**config.mk**
```make
export PLATFORM = sky130hd
export DESIGN_NAME = irq_seq
export DESIGN_NICKNAME = d
export VERILOG_FILES = /design/src/rtl/irq_seq.sv
export SDC_FILE = /design/constraint.sdc
export NUM_CORES = 1
export LEC_CHECK = 0
export CAP_MARGIN = 30
export CORE_UTILIZATION = 45
export CTS_BUF_LIST = sky130_fd_sc_hd__clkbuf_8
export DETAILED_ROUTE_END_ITERATION = 10
export GPL_ROUTABILITY_DRIVEN = 0
export PLACE_DENSITY_LB_ADDON = 0.12
export RECOVER_POWER = 50
export SLEW_MARGIN = 40
export SYNTH_ARGS = -nofsm -noshare
export SYNTH_HDL_FRONTEND = slang
export SYNTH_SLANG_ARGS = --single-unit
```
**constraint.sdc**
```tcl
create_clock -name clk -period 5.03 [get_ports clk]
set_input_delay 0.7545 -clock clk [delete_from_list [all_inputs] [get_ports clk]]
set_output_delay 0.7545 -clock clk [all_outputs]
set_load 0.02 [all_outputs]
```
**src/rtl/irq_seq.sv**
```systemverilog
`default_nettype none
// ============================================================================
//  Module   : irq_seq
//  Purpose  : 6502 interrupt / BRK entry sequencer. At an instruction boundary
//             it takes a pending NMI, a BRK or an unmasked IRQ. It pushes PCH,
//             PCL and P to the stack page, then fetches the 16-bit vector and
//             hands the new PC plus an I-flag set request back to the core.
//  Options  : IRQ_SEQ_NMI_HIJACK_EN - when defined, an NMI edge seen during the
//             push phase of an IRQ/BRK sequence redirects its vector fetch to
//             the NMI vector and consumes the NMI.
//  Revision : 1.0 - initial release
// ============================================================================
module irq_seq #(
  parameter logic [7:0]  STACK_PAGE = 8'h01,
  parameter logic [15:0] NMI_VEC    = 16'hFFFA,
  parameter logic [15:0] IRQ_VEC    = 16'hFFFE
) (
  input  logic        clk,
  input  logic        reset_l,
  input  logic        instr_boundary,
  input  logic        brk_req,
  input  logic        irq_l,
  input  logic        nmi_l,
  input  logic [7:0]  status,
  input  logic [15:0] pc,
  input  logic [7:0]  sp,
  input  logic [7:0]  data_in,
  output logic [15:0] addr,
  output logic [7:0]  data_out,
  output logic        wr_en,
  output logic        rd_en,
  output logic        sp_dec,
  output logic        pc_load,
  output logic [15:0] pc_new,
  output logic        set_int_disable,
  output logic        busy
);

  typedef enum logic [2:0] {
    IDLE     = 3'd0,
    PUSH_PCH = 3'd1,
    PUSH_PCL = 3'd2,
    PUSH_P   = 3'd3,
    VEC_LO   = 3'd4,
    VEC_HI   = 3'd5,
    LOAD     = 3'd6
  } state_t;

  typedef enum logic [1:0] {
    KIND_NMI = 2'd0,
    KIND_BRK = 2'd1,
    KIND_IRQ = 2'd2
  } kind_t;

  state_t      state_q, state_d;
  kind_t       kind_q, kind_d;
  logic [15:0] pc_l_q, pc_l_d;
  logic [7:0]  sp_l_q, sp_l_d;
  logic [7:0]  status_l_q, status_l_d;
  logic        use_nmi_vec_q, use_nmi_vec_d;
  logic        nmi_prev_q, nmi_prev_d;
  logic        nmi_pending_q, nmi_pending_d;
  logic [15:0] pc_new_q, pc_new_d;

  logic        nmi_edge;
  logic        irq_take;
  logic        start;
  logic        in_push;
  logic        hijack;
  logic [15:0] vec;
  logic [7:0]  sp_m1;
  logic [7:0]  sp_m2;
  logic [7:0]  push_p;

  assign nmi_edge = nmi_prev_q & ~nmi_l;
  assign irq_take = ~irq_l & ~status[2];
  assign start    = (state_q == IDLE) && instr_boundary &&
                    (nmi_pending_q || brk_req || irq_take);
  assign in_push  = (state_q == PUSH_PCH) || (state_q == PUSH_PCL) ||
                    (state_q == PUSH_P);
  assign vec      = use_nmi_vec_q ? NMI_VEC : IRQ_VEC;
  assign sp_m1    = sp_l_q - 8'd1;
  assign sp_m2    = sp_l_q - 8'd2;
  // Bit 5 always reads back as 1; B (bit 4) marks a software BRK entry.
  assign push_p   = (status_l_q & 8'hCF) | 8'h20 |
                    ((kind_q == KIND_BRK) ? 8'h10 : 8'h00);
  assign pc_new   = pc_new_q;

`ifdef IRQ_SEQ_NMI_HIJACK_EN
  assign hijack = nmi_edge && in_push && (kind_q != KIND_NMI);
`else
  assign hijack = 1'b0;
`endif

  // NMI falling-edge latch; a fresh edge overrides a clear from acceptance.
  always_comb begin
    nmi_prev_d    = nmi_l;
    nmi_pending_d = nmi_pending_q;
    if (start || hijack) begin
      nmi_pending_d = 1'b0;
    end
    if (nmi_edge && !hijack) begin
      nmi_pending_d = 1'b1;
    end
  end

  // Sequencer next state and bus outputs, one bus operation per state.
  always_comb begin
    state_d         = state_q;
    kind_d          = kind_q;
    pc_l_d          = pc_l_q;
    sp_l_d          = sp_l_q;
    status_l_d      = status_l_q;
    use_nmi_vec_d   = use_nmi_vec_q;
    pc_new_d        = pc_new_q;
    addr            = 16'h0000;
    data_out        = 8'h00;
    wr_en           = 1'b0;
    rd_en           = 1'b0;
    sp_dec          = 1'b0;
    pc_load         = 1'b0;
    set_int_disable = 1'b0;
    busy            = (state_q != IDLE);

    case (state_q)
      IDLE: begin
        if (start) begin
          state_d       = PUSH_PCH;
          pc_l_d        = pc;
          sp_l_d        = sp;
          status_l_d    = status;
          use_nmi_vec_d = nmi_pending_q;
          if (nmi_pending_q) begin
            kind_d = KIND_NMI;
          end else if (brk_req) begin
            kind_d = KIND_BRK;
          end else begin
            kind_d = KIND_IRQ;
          end
        end
      end
      PUSH_PCH: begin
        addr     = {STACK_PAGE, sp_l_q};
        data_out = pc_l_q[15:8];
        wr_en    = 1'b1;
        sp_dec   = 1'b1;
        state_d  = PUSH_PCL;
      end
      PUSH_PCL: begin
        addr     = {STACK_PAGE, sp_m1};
        data_out = pc_l_q[7:0];
        wr_en    = 1'b1;
        sp_dec   = 1'b1;
        state_d  = PUSH_P;
      end
      PUSH_P: begin
        addr     = {STACK_PAGE, sp_m2};
        data_out = push_p;
        wr_en    = 1'b1;
        sp_dec   = 1'b1;
        state_d  = VEC_LO;
      end
      VEC_LO: begin
        addr           = vec;
        rd_en          = 1'b1;
        pc_new_d[7:0]  = data_in;
        state_d        = VEC_HI;
      end
      VEC_HI: begin
        addr           = vec + 16'd1;
        rd_en          = 1'b1;
        pc_new_d[15:8] = data_in;
        state_d        = LOAD;
      end
      LOAD: begin
        pc_load         = 1'b1;
        set_int_disable = 1'b1;
        state_d         = IDLE;
      end
      default: begin
        state_d = IDLE;
      end
    endcase

    // Only raised during the push phase, so the vector fetch sees it.
    if (hijack) begin
      use_nmi_vec_d = 1'b1;
    end
  end

  // State register; reset aborts any sequence in flight.
  always_ff @(posedge clk) begin
    if (!reset_l) begin
      state_q       <= IDLE;
      kind_q        <= KIND_NMI;
      pc_l_q        <= 16'h0000;
      sp_l_q        <= 8'h00;
      status_l_q    <= 8'h00;
      use_nmi_vec_q <= 1'b0;
      nmi_prev_q    <= 1'b1;
      nmi_pending_q <= 1'b0;
      pc_new_q      <= 16'h0000;
    end else begin
      state_q       <= state_d;
      kind_q        <= kind_d;
      pc_l_q        <= pc_l_d;
      sp_l_q        <= sp_l_d;
      status_l_q    <= status_l_d;
      use_nmi_vec_q <= use_nmi_vec_d;
      nmi_prev_q    <= nmi_prev_d;
      nmi_pending_q <= nmi_pending_d;
      pc_new_q      <= pc_new_d;
    end
  end

endmodule
`default_nettype wire

```
==> results by group, run 1 <==
Clock network
  – Number of buffers created by CTS: 5
  – Clock transition at the registers of the reported paths: 0.09 ns
  – Post_cts resized: 0
  – Hold Buf Count CTS: 0
  – Setup bufs post-CTS: 0
  – Clk Latency, worst-skew pair: 0.31 ns
  – Root Buffer: clkbuf_8
  – Clock sink total: 54
  – CTS tree: done
  – Maximum buffer depth of the clock tree: 2
  – H-tree depth: 2

STA
  – Setup TNS: 0 ns
  – Worst-margin pin slew: 1.79 ns
  – Crit path time final: 3.52 ns
  – WHS: 0.465 ns
  – Fmax: 284 MHz
  – Max-Slew Margin vs Limit: -0.194
  – Slew Limit Fails: 53
  – Final Hold Fails: 0
  – Tcrit/Tclk final: 0.700
  – Setup-failing EPs final: 0
  – RSZ-0062 raised after global routing: no
  – Clk_skew: 0.00548 ns

Setup path
  – Critical path cell sequence: nor2_1, nor2b_1, inv_2, nand2_1, o22ai_1, clkdlybuf4s50_1
  – Startpoint Class: register
  – CP required: 4.28 ns
  – CP max FO: 23
  – Crit. End Element: output pin
  – Critical path's top delay family: simple AND/OR/NAND/NOR gates
  – CP peak stage delay: 0.83 ns
  – Worst Setup Path Type: reg -> out
  – Crit path buffers/inverters: 2
  – CP max-delay cell: dfxtp_1
  – Critical path arrival: 2.76 ns

Cells and area
  – Non-filler cells, final: 466
  – Antenna diodes: 0
  – Area grow syn2layout: 34.1%
  – Filler instances: 534
  – Fraction of layout cells with a size suffix above 1: 0.0588
  – FF+latch area: 1080 sq um
  – Nets: 443
  – Multi-input gate area: 1600 sq um

Run
  – Max capacitance violation total: 1

Synthesis
  – Post-Syn Area per Cell: 8.98 sq um
  – Count of warnings emitted by yosys: 0
  – Cells after Synth: 319
  – Main flop type after synthesis: dfxtp_1
  – Asr flop ratio synth: 0
  – Sequential area share after synthesis: 0.377
  – Post-synth net total: 372
  – Synth Cell Area: 2860 sq um
  – #FFs+latches synth: 54
  – Number of synthesized flops with an enable pin: 0
  – Netlist cell types: 50

Placement
  – Number of port buffers: 89
  – Placed Cells: 458
  – Hpwl dp: 4550 microns

Drt
  – Via count: 2377
  – Post-route DRC: 0
  – 1st-iter DRT viols: 121
  – Drt pass-1 iters: 4
  – Drt wl/cell: 13.7 microns
  – Routed WL: 6390 microns
  – Vias per inst: 5.10
  – Routed Antenna Nets: 0

Power
  – Max rail drop VDD: 0.140 mV
  – Power density over the cells: 261 nW/um^2
  – P_leak: 1.60 nW
  – PnR Total Power: 1.00 mW

Die
  – I/O pins: 92
  – Die H: 81.8 microns
  – DIE AREA: 6690 sq um
  – # rows: 28
  – Initial Utilization: 0.475
  – Die Width: 81.8 microns
  – Core region area: 6030 sq um

Global routing
  – Total track usage: 0.202
  – GR Layer Usage met2: 0.321
  – Pin count of the biggest net entering global routing: 53
  – Gr ovfl total: 0
  – Grt peak-use layer: met2
  – Met3 Usage GRT: 0.0489
  – First-pass GRT wire length: 10300 microns
  – Initial antenna violation count: 0
  – Vias in the first global route: 2185
  – GR Util met1: 0.262

Run status
  – Status: finished with violations
  – Failing checks: max-capacitance violations, max-slew violations

Min path
  – Worst hold path class: reg -> reg
[path summary, 6_finish.rpt]
kind                                  from        end  slack, ns  cells past startpoint
worst max register to register  state_q[2]  sp_l_q[5]       2.87                      5
worst min register to register   kind_q[1]  kind_q[1]       0.47                      2
worst max-delay path            state_q[2]    addr[7]       1.51                      6
worst min-delay path             kind_q[1]  kind_q[1]       0.47                      2
[power by group]
part | total (mW) | internal [mW] | switching, mW | leakage, nW
combinational | 0.252 | 0.127 | 0.125 | 1.10
sequential | 0.471 | 0.451 | 0.0199 | 0.440
clock | 0.279 | 0.139 | 0.139 | 0.0575
[cell type report]
type	count	share of cell area
flip-flops and latches	54	0.282
clock buffers	8	0.0287
multi-input cells	225	0.416
repair buffers	93	0.239
inverters	11	0.0108
well taps	75	0.0244
[cell usage after synthesis, types with 2 or more instances]
library cell,instances,area (sq um)
nand2_1,25,93.8
inv_1,9,33.8
nand2b_1,3,18.8
a21boi_1,11,82.6
o21ai_1,3,15.0
a32o_1,2,20.0
xor2_1,3,26.3
a22oi_1,5,37.5
nand3_1,6,30.0
ha_1,7,87.6
clkbuf_1,10,37.5
a31oi_1,3,18.8
or3b_1,2,17.5
buf_2,7,35.0
o22ai_1,2,12.5
mux2i_1,39,390
nor3_1,5,25.0
o31a_1,2,17.5
nor2b_1,43,269
o21ai_0,4,20.0
inv_2,2,7.51
dfxtp_1,54,1080
a21oi_1,12,60.1
mux2_2,6,67.6
nor2_1,18,67.6
nor3_2,2,20.0
o21a_1,2,15.0
buf_4,10,75.1
[flip-flops by register name (all words and copies together) (netlist names)]
signal and flops:
pc_l_q 16, pc_new 16, sp_l_q 8, status_l_q 6, state_q 3, kind_q 2
nmi_pending_q 1, nmi_prev_q 1, use_nmi_vec_q 1
[worst min-delay path: cells and delay by family, from the launching register on]
family	cells	cell delay, ns
simple gates	1	0.04
compound gates	1	0.06
flops	1	0.32
[metal layers]
layer  up-vias  wire length [microns]
li1       1232                      -
met2        76                   3000
met4         0                     83
met3         6                    393
met1      1063                   2910
met5         -                      0
[logic make-up (layout without fill, tap and decap cells)]
logic type               after synthesis  after routing  synth area share
buffers and inverters                 40            112            0.0712
AO/OA/AOI/OAI                         57             57             0.137
AND/OR/NAND/NOR                      112            112             0.212
multiplexers                          45             45             0.160
flip-flops                            54             54             0.377
adder cells (fa/ha/maj)                7              7            0.0306
XOR/XNOR                               4              4            0.0122
[cells in the final DEF, fill, tap and decap left out, types with 2 or more instances in the layout]
master           count
a21boi_0            12
a21oi_1             12
a22oi_1              5
a31oi_1              3
a32o_1               2
buf_4                3
clkbuf_8             8
clkdlybuf4s50_1     72
dfxtp_1             54
dlygate4sd3_1       17
ha_1                 7
inv_1                9
inv_2                2
mux2_2               6
mux2i_1             39
nand2_1             25
nand2b_1             3
nand3_1              6
nor2_1              18
nor2b_1             43
nor3_1               5
nor3_2               2
o21a_1               2
o21ai_0              4
o21ai_1              3
o22ai_1              2
o31a_1               2
or3b_1               2
xor2_1               3
[through the flow]
| stage | area, sq um | setup slack [ns] | util |
|---|---|---|---|
| after floorplan | 2860 | 2.58 | - |
| after global placement | 3730 | 1.89 | 0.620 |
| after detailed placement | 3730 | 1.87 | 0.620 |
| after CTS | 3840 | 1.52 | 0.638 |
| after global routing | 3840 | 1.31 | 0.637 |
| final | 3840 | 1.51 | 0.637 |
No activity file was read; power rests on OpenSTA's default activity.
==> inputs of run 2 (changes only) <==
Settings changed: CORE_UTILIZATION 45 to 43.
Clock period 5.03 ns to 3.1 ns, I/O delays scaled along.
==> run 2 against run 1 <==
Net effect:
- cell count grew 1.7%
- critical endpoint is now addr[6]
- clock power grew 65%
- critical path type unchanged
- the run still ends with max-capacitance violations, max-slew violations left
- critical path depth shrank 1
==> results by group, run 2 (synthesized netlist as in run 1, its figures left out) <==
Cells and area
  – Fraction of layout cells with a size suffix above 1: 0.0705 (was 0.0588)
  – Area grow syn2layout: 36.1% (was 34.1%)
  – Non-filler cells, final: 474 (was 466)
  – Antenna diodes: 0 (unchanged)
  – Nets: 449 (was 443)
  – Most common cell after layout, fill and taps aside: clkdlybuf4s50_1 (unchanged)
  – Fin area: 3900 sq um (was 3840 sq um)
  – Most frequent cells in the layout: 72 x clkdlybuf4s50_1, 54 x dfxtp_1, 42 x nor2b_1, 39 x mux2i_1, 25 x nand2_1 (was 72 x clkdlybuf4s50_1, 54 x dfxtp_1, 43 x nor2b_1, 39 x mux2i_1, 25 x nand2_1)

Placement
  – Number of port buffers: 89 (unchanged)
  – Placed Cells: 466 (was 458)
  – Placed cell area: 3790 sq um (was 3730 sq um)
  – Hpwl dp: 4700 microns (was 4550 microns)

Drt
  – Routed Antenna Nets: 0 (unchanged)
  – Vias per inst: 5.15 (was 5.10)
  – Routed WL: 6460 microns (was 6390 microns)
  – Drt pass-1 iters: 4 (unchanged)
  – Post-route DRC: 0 (unchanged)
  – 1st-iter DRT viols: 77 (was 121)
  – Via count: 2440 (was 2377)
  – Drt wl/cell: 13.6 microns (was 13.7 microns)

Setup path
  – Worst Setup Path Type: reg -> out (unchanged)
  – R2R Path End: kind_q[1] (was sp_l_q[5])
  – Worst R2R Start: state_q[1] (was state_q[2])
  – CP required: 2.63 ns (was 4.28 ns)
  – Crit. End Element: output pin (unchanged)
  – Critical path arrival: 2.44 ns (was 2.76 ns)
  – Worst r2r path cells: 7 (was 5)
  – Reg2Reg Setup Slack: 1.06 ns (was 2.87 ns)
  – CP max FO: 7 (was 23)
  – Startpoint Class: register (unchanged)

STA
  – Slew Limit Fails: 53 (unchanged)
  – Max-Slew Margin vs Limit: -0.135 (was -0.194)
  – Setup TNS: 0 ns (unchanged)
  – RSZ-0062 raised after global routing: no (unchanged)
  – Worst-margin pin slew: 1.70 ns (was 1.79 ns)
  – Crit path time final: 2.90 ns
  – Clk_skew: 0.00625 ns (was 0.00548 ns)
  – Final Hold Fails: 0 (unchanged)
  – Fmax: 345 MHz
  – Tcrit/Tclk final: 0.936
  – Setup-failing EPs final: 0 (unchanged)

Die
  – Core region area: 6390 sq um (was 6030 sq um)
  – Die H: 83.6 microns (was 81.8 microns)
  – I/O pins: 92 (unchanged)
  – Die Width: 83.6 microns (was 81.8 microns)
  – DIE AREA: 6990 sq um (was 6690 sq um)
  – Initial Utilization: 0.448 (was 0.475)
  – # rows: 29 (was 28)

Power
  – PnR Total Power: 1.65 mW (was 1.00 mW)
  – Max rail drop VDD: 0.245 mV (was 0.140 mV)
  – Clock Power Share: 0.278 (about the same)
  – Power share of the sequential group: 0.466 (was 0.470)
  – Internal power: 1.19 mW (was 718 uW)
  – Combinational Power Share: 0.255 (was 0.252)
  – Sw power: 462 uW (was 284 uW)
  – Power density over the cells: 423 nW/um^2 (was 261 nW/um^2)
  – P_leak: 1.64 nW (was 1.60 nW)
  – Switching share of power: 0.280 (was 0.284)

Global routing
  – First-pass GRT wire length: 10800 microns (was 10300 microns)
  – Vias in the first global route: 2310 (was 2185)
  – Pin count of the biggest net entering global routing: 53 (unchanged)
  – Total track usage: 0.188 (was 0.202)
  – Gr ovfl total: 0 (unchanged)
  – Initial antenna violation count: 0 (unchanged)

Min path
  – Hold Path Sink: kind_q[1] (unchanged)
  – Hold path depth: 2 (unchanged)
  – HP Start: kind_q[1] (unchanged)
  – Worst hold path class: reg -> reg (unchanged)

Clock network
  – Setup bufs post-CTS: 0 (unchanged)
  – Hold Buf Count CTS: 0 (unchanged)
  – Number of buffers created by CTS: 5 (unchanged)
  – Clock sink total: 54 (unchanged)
  – Maximum buffer depth of the clock tree: 2 (unchanged)
  – Clk Latency, worst-skew pair: 0.30 ns (was 0.31 ns)
  – H-tree depth: 2 (unchanged)
  – Root Buffer: clkbuf_8 (unchanged)
  – CTS tree: done (unchanged)
  – Clock transition at the registers of the reported paths: 0.09 ns (about the same)

Run
  – Max capacitance violation total: 1 (unchanged)

Run status
  – Status: finished with violations (unchanged)
  – Failing checks: max-capacitance violations, max-slew violations (unchanged)
[run 2: final cells by class]
type	count	area, sq um
Fill cell	575	2490
Multi-Input combinational cell	225	1600
Sequential cell	54	1080
Timing Repair Buffer	99	975
Tap cell	77	96.3
Clock buffer	5	68.8
Inverter	11	41.3
Clock inverter	3	37.5
[run 2: layer usage]
metal,GRT usage,wire (microns)
met4,0.0447,60
met2,0.312,3140
met5,0,0
met1,0.246,2950
met3,0.0465,311
[run 2: through the flow]
step / setup WS [ns] / utilization / hold WS, ns
floorplan: 0.936 / - / 0.430
global placement: 0.443 / 0.594 / 0.438
detailed placement: 0.423 / 0.594 / 0.447
CTS: 0.0812 / 0.611 / 0.458
global route: 0.0166 / 0.611 / 0.487
finish: 0.198 / 0.611 / 0.461
[run 2: repair_timing]
item / in CTS / in global routing
setup endpoints to repair: 0 / 3
gates resized for setup: 0 / 1
hold endpoints to repair: 0 / 0
[run 2: power groups by stage]
| stage | clock, mW | sequential [mW] | combinational [mW] |
|---|---|---|---|
| CTS | 0.467 | 0.768 | 0.423 |
| global route | 0.496 | 0.774 | 0.461 |
| global placement | 0 | 0.783 | 0.416 |
| detailed placement | 0 | 0.785 | 0.422 |
| floorplan | 0 | 0.771 | 0.278 |
| finish | 0.459 | 0.769 | 0.421 |
[run 2: how the worst max path moves through the flow]
stage,start,to,slack [ns],cells past startpoint
after CTS,state_q[1],addr[7],0.08,7
final,state_q[1],addr[6],0.20,5
after global placement,state_q[1],addr[7],0.44,7
after global routing,state_q[2],data_out[0],0.02,5
after floorplan,state_q[1],addr[7],0.94,7
after detailed placement,state_q[1],addr[7],0.42,7
[run 2: worst max-delay path: stages (launching register included)]
cell and delay (ns):
dfxtp_1 0.46, or4b_4 0.51, o311a_1 0.31, a211oi_1 0.21, a21oi_1 0.09, clkdlybuf4s50_1 0.55
